`config.mk`:
```
export PLATFORM = sky130hd
export DESIGN_NAME = bgp_enable_sequencer
export DESIGN_NICKNAME = d
export VERILOG_FILES = /design/src/rtl/bgp_seq_pkg.sv /design/src/rtl/bgp_sync2.sv /design/src/rtl/bgp_enable_sequencer.sv
export SDC_FILE = /design/constraint.sdc
export NUM_CORES = 1
export LEC_CHECK = 0
export ABC_AREA = 1
export CAP_MARGIN = 20
export CORE_ASPECT_RATIO = 1.25
export CORE_MARGIN = 4
export CORE_UTILIZATION = 29
export DETAILED_ROUTE_END_ITERATION = 16
export PLACE_DENSITY = 0.5
export SETUP_SLACK_MARGIN = 0.02
export SYNTH_ARGS = -nofsm -noshare
export SYNTH_HDL_FRONTEND = slang
export SYNTH_SLANG_ARGS = --single-unit
```
`constraint.sdc`:
```
create_clock -name wb_clk_i -period 1.6 [get_ports wb_clk_i]
set_input_delay 0.48 -clock wb_clk_i [delete_from_list [all_inputs] [get_ports wb_clk_i]]
set_output_delay 0.48 -clock wb_clk_i [all_outputs]
set_load 0.02 [all_outputs]
```
`src/rtl/bgp_seq_pkg.sv`:
```
// Shared encodings and helpers for the bandgap enable sequencer.
package bgp_seq_pkg;

  localparam int unsigned STATE_W = 3;
  localparam int unsigned RETRY_W = 2;

  typedef enum logic [STATE_W-1:0] {
    ST_OFF      = 3'd0,
    ST_SETTLE   = 3'd1,
    ST_CHECK    = 3'd2,
    ST_READY    = 3'd3,
    ST_COOLDOWN = 3'd4,
    ST_FAULT    = 3'd5
  } state_e;

  typedef struct packed {
    logic bgp_en;
    logic ready;
    logic fault;
  } outs_t;

  // Output pattern for each state; illegal encodings drive everything low.
  function automatic outs_t decode_outs(input state_e s);
    outs_t o;
    o = '0;
    case (s)
      ST_SETTLE, ST_CHECK: o.bgp_en = 1'b1;
      ST_READY: begin
        o.bgp_en = 1'b1;
        o.ready  = 1'b1;
      end
      ST_FAULT: o.fault = 1'b1;
      default:  o = '0;
    endcase
    return o;
  endfunction

endpackage

```
`src/rtl/bgp_sync2.sv`:
```
// Two-flop synchronizer bringing an asynchronous level into the clock domain.
module bgp_sync2 (
  input  logic clk,
  input  logic rst,
  input  logic d_i,
  output logic q_o
);

  logic meta_q;
  logic meta_d;
  logic sync_q;
  logic sync_d;

  always_comb begin
    meta_d = d_i;
    sync_d = meta_q;
  end

  always_ff @(posedge clk or posedge rst) begin
    if (rst) begin
      meta_q <= 1'b0;
      sync_q <= 1'b0;
    end else begin
      meta_q <= meta_d;
      sync_q <= sync_d;
    end
  end

  assign q_o = sync_q;

endmodule

```
`src/rtl/bgp_enable_sequencer.sv`:
```
// Bandgap power-up sequencer: enable, settle, qualify via comparator, retry
// a bounded number of times and latch a fault on persistent failure.
module bgp_enable_sequencer
  import bgp_seq_pkg::*;
#(
  parameter int unsigned SETTLE_CYCLES   = 64,
  parameter int unsigned DEBOUNCE_CYCLES = 8,
  parameter int unsigned TIMEOUT_CYCLES  = 256,
  parameter int unsigned MAX_RETRIES     = 3,
  parameter int unsigned CNT_W           = 10
) (
  input  logic               wb_clk_i,
  input  logic               wb_rst_i,
  input  logic               req_i,
  input  logic               clear_fault_i,
  input  logic               vbgp_ok_i,
  output logic               bgp_en_o,
  output logic               ready_o,
  output logic               fault_o,
  output logic [STATE_W-1:0] state_o,
  output logic [RETRY_W-1:0] retry_cnt_o
);

  localparam logic [CNT_W-1:0]   SETTLE_LAST  = CNT_W'(SETTLE_CYCLES - 32'd1);
  localparam logic [CNT_W-1:0]   DEB_LAST     = CNT_W'(DEBOUNCE_CYCLES - 32'd1);
  localparam logic [CNT_W-1:0]   TIMEOUT_LAST = CNT_W'(TIMEOUT_CYCLES - 32'd1);
  localparam logic [RETRY_W-1:0] RETRY_MAX    = RETRY_W'(MAX_RETRIES);

  state_e             state_q, state_d;
  logic [CNT_W-1:0]   cnt_q, cnt_d;
  logic [CNT_W-1:0]   deb_q, deb_d;
  logic [RETRY_W-1:0] retry_q, retry_d;
  outs_t              outs_q, outs_d;
  logic [CNT_W-1:0]   cnt_inc, deb_inc;
  logic [RETRY_W-1:0] retry_inc;
  logic               ok_s;

  bgp_sync2 u_ok_sync (
    .clk (wb_clk_i),
    .rst (wb_rst_i),
    .d_i (vbgp_ok_i),
    .q_o (ok_s)
  );

  // State, counters and decoded outputs.
  always_ff @(posedge wb_clk_i or posedge wb_rst_i) begin
    if (wb_rst_i) begin
      state_q <= ST_OFF;
      cnt_q   <= '0;
      deb_q   <= '0;
      retry_q <= '0;
      outs_q  <= '0;
    end else begin
      state_q <= state_d;
      cnt_q   <= cnt_d;
      deb_q   <= deb_d;
      retry_q <= retry_d;
      outs_q  <= outs_d;
    end
  end

  // Saturating increments so no counter can wrap.
  always_comb begin
    cnt_inc   = (&cnt_q)   ? cnt_q   : cnt_q   + CNT_W'(1);
    deb_inc   = (&deb_q)   ? deb_q   : deb_q   + CNT_W'(1);
    retry_inc = (&retry_q) ? retry_q : retry_q + RETRY_W'(1);
  end

  // Next state; a dropped request outranks every completion except in FAULT.
  always_comb begin
    state_d = state_q;
    cnt_d   = cnt_q;
    deb_d   = deb_q;
    retry_d = retry_q;
    case (state_q)
      ST_OFF: begin
        cnt_d   = '0;
        deb_d   = '0;
        retry_d = '0;
        if (req_i) state_d = ST_SETTLE;
      end
      ST_SETTLE: begin
        if (!req_i) begin
          state_d = ST_OFF;
          cnt_d   = '0;
          deb_d   = '0;
          retry_d = '0;
        end else if (cnt_q == SETTLE_LAST) begin
          state_d = ST_CHECK;
          cnt_d   = '0;
          deb_d   = '0;
        end else begin
          cnt_d = cnt_inc;
        end
      end
      ST_CHECK: begin
        if (!req_i) begin
          state_d = ST_OFF;
          cnt_d   = '0;
          deb_d   = '0;
          retry_d = '0;
        end else if (ok_s && deb_q == DEB_LAST) begin
          state_d = ST_READY;
          cnt_d   = '0;
          deb_d   = '0;
          retry_d = '0;
        end else if (cnt_q == TIMEOUT_LAST) begin
          cnt_d = '0;
          deb_d = '0;
          if (retry_q < RETRY_MAX) begin
            state_d = ST_COOLDOWN;
            retry_d = retry_inc;
          end else begin
            state_d = ST_FAULT;
          end
        end else begin
          cnt_d = cnt_inc;
          deb_d = ok_s ? deb_inc : '0;
        end
      end
      ST_READY: begin
        if (!req_i) begin
          state_d = ST_OFF;
          cnt_d   = '0;
          deb_d   = '0;
          retry_d = '0;
        end else if (!ok_s && deb_q == DEB_LAST) begin
          state_d = ST_COOLDOWN;
          cnt_d   = '0;
          deb_d   = '0;
          retry_d = '0;
        end else begin
          deb_d = ok_s ? '0 : deb_inc;
        end
      end
      ST_COOLDOWN: begin
        if (!req_i) begin
          state_d = ST_OFF;
          cnt_d   = '0;
          deb_d   = '0;
          retry_d = '0;
        end else if (cnt_q == SETTLE_LAST) begin
          state_d = ST_SETTLE;
          cnt_d   = '0;
          deb_d   = '0;
        end else begin
          cnt_d = cnt_inc;
        end
      end
      ST_FAULT: begin
        cnt_d = '0;
        deb_d = '0;
        if (clear_fault_i) begin
          state_d = ST_OFF;
          retry_d = '0;
        end
      end
      default: begin
        state_d = ST_OFF;
        cnt_d   = '0;
        deb_d   = '0;
        retry_d = '0;
      end
    endcase
  end

  // Outputs are decoded from the next state so they register alongside it.
  always_comb begin
    outs_d = decode_outs(state_d);
  end

  assign bgp_en_o    = outs_q.bgp_en;
  assign ready_o     = outs_q.ready;
  assign fault_o     = outs_q.fault;
  assign state_o     = state_q;
  assign retry_cnt_o = retry_q;

endmodule

```
Yosys cells after proc, flatten, opt, wreduce, memory -nomap -nowiden
Index checks and enable logic that the tools add are counted.

cells by class
  add/sub/neg operators = 3
  order comparisons = 1
  equality and inequality tests = 19
  muxes and demuxes = 46
  reductions and logical operators = 10

operators by type and width
  operator                                                                 number
  10-bit 2-to-1 mux                                                        18
  10-bit one-hot mux with 3 select lines                                   2
  3-bit 2-to-1 mux                                                         11
  10-bit by 1-bit adder with 10-bit output, second input constant          2
  10-bit AND reduction                                                     2
  2-bit 2-to-1 mux                                                         9
  3-bit one-hot mux with 6 select lines                                    1
  3-bit by 2-bit equality test with 1-bit output, second input constant    4
  4-bit inequality test, second input constant                             3
  10-bit by 3-bit equality test with 1-bit output, second input constant   1
  10-bit by 6-bit equality test with 1-bit output, second input constant   1
  10-bit by 8-bit equality test with 1-bit output, second input constant   1
  3-bit equality test, second input constant                               3
  2-bit one-hot mux with 4 select lines                                    1
  3-bit by 1-bit equality test with 1-bit output, second input constant    2
  6-bit AND reduction                                                      1
  1-bit 2-to-1 mux                                                         4
  2-bit inequality test, second input constant                             2
  3-bit logical NOT                                                        1
  3-bit by 2-bit inequality test with 1-bit output, second input constant  1
  3-bit inequality test, second input constant                             1
  3-bit OR reduction                                                       1
  2-bit by 1-bit adder with 2-bit output, second input constant            1
  1-bit logical AND                                                        2
  other kinds (4)                                                          4

storage, ports and cells
  register bits after elaboration = 30
  bits of input ports = 5
  output and inout bits = 8
  word-level logic and storage cells = 88

Depth between registers and ports, before layout
  word-level depth = 9
  depth in mapped cells = 11
  gate-level depth less buffers = 11

Hierarchy
A second synthesis with hierarchy kept.

unflattened totals
  cells, all modules = 290
  area total of the unflattened synthesis = 2114.5 um2

modules (own cells, without submodules)
  module                instances  cells an instance  area an instance (um2)  seq. area each (um2)
  bgp_enable_sequencer  1          287                2060.7                  700.7
  bgp_sync2             1          3                  53.8                    50.0

Least setup slack after synthesis
OpenSTA, ideal clock, no wires.

  kind = register to register
  start = reg deb_q[0]
  end = reg retry_q[0] (netlist: retry_cnt_o[0])
  setup time = 0.117 ns
  arrival = 1.455 ns
  required time = 1.483 ns
  setup slack = 0.027 ns
  stages on the path, launching flop included = 11
  buffers on the path = 0
  period minus slack after synthesis = 1.573 ns
  path through = dfrtp_1 -> ha_1 -> nand2_4 -> nor2_4 -> nand3_2 -> nand2_2 -> nor2_1 -> nor2_2 -> nand2_1 -> nand2_1 -> nand2_1

on the way
  longest elaborated chain between the ends = 5
  elaborated cells between the ends (all ways) = 11
  classes of those cells = eq/ne (5); mux (3); reduce/logical (3)

ends and longest elaborated chain
  what                                               line                                                      text
  start: declaration                                 bgp_enable_sequencer.sv:31                                logic [CNT_W-1:0] deb_q, deb_d;
  start signal: assignment                           bgp_enable_sequencer.sv:50                                deb_q <= '0;
  start signal: assignment                           bgp_enable_sequencer.sv:56                                deb_q <= deb_d;
  10-bit by 3-bit equality test with 1-bit output *  bgp_enable_sequencer.sv:102, bgp_enable_sequencer.sv:127
  1-bit logical AND                                  bgp_enable_sequencer.sv:102                               end else if (ok_s && deb_q == DEB_LAST) begin
  2-bit 2-to-1 mux                                   bgp_enable_sequencer.sv:102
  2-bit 2-to-1 mux                                   bgp_enable_sequencer.sv:97                                if (!req_i) begin
  2-bit one-hot mux with 4 select lines              bgp_enable_sequencer.sv:75                                case (state_q)
  end signal: assignment                             bgp_enable_sequencer.sv:57                                retry_q <= retry_d;
  end: declaration                                   bgp_enable_sequencer.sv:32                                logic [RETRY_W-1:0] retry_q, retry_d;

Mark *: on every way between the ends. The rest lies on a longest branch, timed or not.
A chain may end at the register's enable or synchronous reset.

Worst setup path in the final report
  start = reg deb_q[0]
  end = reg deb_q[0]

on the way
  longest elaborated chain between the ends = 7
  elaborated cells between the ends (all ways) = 14
  classes of those cells = add/sub (1); eq/ne (1); mux (9); reduce/logical (3)

ends and longest elaborated chain
  what                                                                                     line                         text
  10-bit by 1-bit adder with 10-bit output / 10-bit AND reduction (equally long branches)  bgp_enable_sequencer.sv:65   deb_inc = (&deb_q) ? deb_q : deb_q + CNT_W'(1);
  10-bit 2-to-1 mux                                                                        bgp_enable_sequencer.sv:65
  10-bit 2-to-1 mux                                                                        bgp_enable_sequencer.sv:118  deb_d = ok_s ? deb_inc : '0;
  10-bit 2-to-1 mux                                                                        bgp_enable_sequencer.sv:107  end else if (cnt_q == TIMEOUT_LAST) begin
  10-bit 2-to-1 mux                                                                        bgp_enable_sequencer.sv:102
  10-bit 2-to-1 mux                                                                        bgp_enable_sequencer.sv:97
  10-bit one-hot mux with 3 select lines *                                                 bgp_enable_sequencer.sv:75

Marked as above.

==> flow_summary.yaml <==
run_status:
  status: "complete, no violations"
setup_path:
  critical_path.slowest_cell: "dfrtp_1"
  crit_type: "flip-flop to flip-flop"
  arrival_ns: 1.77
  worst_path_most_repeated_cell: "nand2_4"
  crit_required_ns: 1.78
  worstSetupEndpointType: "flip-flop"
  path_max_fanout: 4
  critPathMaxStageDelay_ns: 0.39
  cp_top_family: "simple AND/OR/NAND/NOR gates"
  cp-start-kind: "flip-flop"
  critPathBufInv: 1
  crit_chain: "ha_4, nand2_4, buf_6, nor2_4, nand2_4, nor2_4, nand2_2, nand2_4, xor2_2, nor2_1"
timing:
  fmax_ghz: 0.629
  rsz0062_at_grt: "yes"
  fin_skew_ns: 0.00861
  relSlewSlack_pct: 77.2
  worstMarginPinSlew_ns: 0.341
  fin_crit_sh_pct: 99.3
  slew_violations: 0
  hold_violations: 0
  setup_slack_ns: 0.0113
  fin_crit_ns: 1.59
  setup_viol: 0
  finalSetupTns_ns: 0
finish:
  fin_cells: 463
  regArea_um2: 753
  n_antenna_cell: 0
  area_growth_pct: 46.3
  fill_cells: 762
  multi_input_area_um2: 1490
  finish.instance_area_um2: 3200
  final_cell_mix: "61 x nand2_1, 41 x buf_4, 36 x inv_1"
  final_util_pct: 43.5
  nets: 378
  drive_above_1_share_pct: 36.4
  layout_commonest_cell: "nand2_1"
clocking:
  clock_sinks: 30
  cts_tree: "done"
  clk_pin_slew_ns: 0.07
  cts_buffers: 5
  root_buffer: "clkbuf_8"
  cts_htree_levels: 2
  clockBufferDepth: 2
  clk_latency_ns: 0.29
route:
  first_iter_violations: 107
  drc: 0
  drt_pass1_iterations: 4
  wl_per_cell_um: 12.9
  dr_total_vias: 2169
  via_per_inst: 4.68
  ant_nets: 0
  drt-total-wl_mm: 5.98
placement:
  dpl.hpwl_mm: 4.28
  dpl.cell_count: 445
  dp_slack_ns: -0.387
  placed_area_um2: 2710
  port_buffers: 12
  gp_congestion: 0.794
job:
  drv_cap: 0
power_and_ir_drop:
  vdd_drop_max_mv: 0.384
  power.density_nw_per_um2: 597
  power_leakage_uw: 0.00156
global_route:
  antenna_found_initial: 0
  grt_pass1_vias: 2188
  overflow: 0
  grt_pass1_wl_mm: 10.1
  grtUsageMet3_pct: 2.52
  grt.met2_usage_pct: 25.2
  grt_max_degree: 31
  use_met1_pct: 16.0
  grt_usage_pct: 14.0
  busiest_layer: "met2"
logic_synthesis:
  synth_seq_cells: 30
  synth-seq-area-share_pct: 34.3
  yosysWarnings: 0
  synth_cell_types: 31
  synth_fa_ha_area_share_pct: 1.72
  synthXorXnorAreaFrac_pct: 2.35
  syn_area_um2: 2190
  synth-simple-area-share_pct: 45.9
  synth_top_family_by_area: "simple AND/OR/NAND/NOR gates"
  synth_fp_nets: 313
  synth.avg_cell_area_um2: 7.17
  synth-compound-area-share_pct: 6.41
  synth.area.mux_share_pct: 0
  postSynthCellCount: 305
hold_path:
  hold_class: "flip-flop to flip-flop"
die:
  core_um2: 7360
  die_height_um: 105
  dieWidth_um: 85.7
  die_area_um2: 9000
  io_pins: 13
  start_util_pct: 29.7
  fp-row-count: 35
[worst reg2reg max path: cells and delay by family (launching register included)]
family	cells	cell delay, ns
xor gates and xnor gates	1	0.12
adders and majority gates	1	0.17
buffers and inverters	1	0.12
DFF	1	0.39
and+or+nand+nor	7	0.68
[metal layers]
layer / part of all wire (%) / vias up
met4: 2.0 / 0
met3: 1.8 / 12
met1: 42 / 1013
met5: 0 / -
met2: 54 / 17
li1: - / 1127
[flip-flops by register name, indices dropped and copies added, names as in the netlist]
name              flops
bgp_en_o              1
ready_o               1
cnt_q                10
state_o               3
u_ok_sync.meta_q      1
fault_o               1
retry_cnt_o           2
u_ok_sync.q_o         1
deb_q                10
[stage by stage]
stage	hold WS, ns	power (uW)
after floorplan	0.331	859
after global placement	0.337	919
after detailed placement	0.336	919
final	0.359	1910
after CTS	0.366	1920
after global routing	0.379	1990
[path summary, 6_finish.rpt]
check / slack (ns) / from / to / cells after the start
worst max-delay path: 0.01 / deb_q[0] / deb_q[0] / 10
worst min-delay path: 0.36 / u_ok_sync.meta_q / u_ok_sync.q_o / 0
worst max register to register: 0.01 / deb_q[0] / deb_q[0] / 10
worst min register to register: 0.36 / u_ok_sync.meta_q / u_ok_sync.q_o / 0
max in group asynchronous: 0.88 / wb_rst_i / state_o[0] / 3
min in group asynchronous: 0.53 / wb_rst_i / cnt_q[8] / 3
[power breakdown]
| part | switching (uW) | internal [uW] | total [uW] |
|---|---|---|---|
| Combinational | 90.4 | 60.2 | 151 |
| Clock | 317 | 665 | 981 |
| Sequential | 9.22 | 769 | 778 |
[cells by family (layout without fill, tap and decap cells)]
logic type / count (synthesis) / count (layout)
AOI/OAI and AO/OA: 25 / 25
buffers and inverters: 49 / 113
DFF: 30 / 30
xor gates and xnor gates: 5 / 5
adders and majority gates: 3 / 3
and+or+nand+nor: 193 / 195
[synthesized netlist by cell type, drive strengths merged]
| cell | number | area share (%) |
|---|---|---|
| xor2 | 4 | 1.9 |
| clkbuf | 1 | 0.17 |
| nor3 | 8 | 2.6 |
| nor2 | 46 | 10 |
| o21bai | 1 | 0.34 |
| nand2 | 82 | 16 |
| inv | 43 | 7.4 |
| o211ai | 2 | 0.69 |
| ha | 3 | 1.7 |
| nand4 | 19 | 6.7 |
| xnor2 | 1 | 0.40 |
| o21ai | 9 | 2.1 |
| buf | 5 | 1.7 |
| dfrtp | 30 | 34 |
| o221ai | 1 | 0.40 |
| a21oi | 12 | 2.9 |
| nand3 | 38 | 10 |
[layout make-up]
class	instances	share of cell area, %
clock buffer	6	2.58
clock inverter	2	1.88
inverter	43	5.13
multi-input combinational	228	46.7
sequential	30	23.6
tap	92	3.60
timing repair buffer	62	16.5
[what timing repair did]
| item | in CTS | in global routing |
|---|---|---|
| hold buffers | 0 | 0 |
| pin swaps | 18 | 24 |
| buffers inserted | 3 | 5 |
| gates cloned | 2 | 0 |
| gates resized for setup | 39 | 45 |
| setup endpoints to repair | 33 | 30 |
Power figures use the tool's default switching activity.
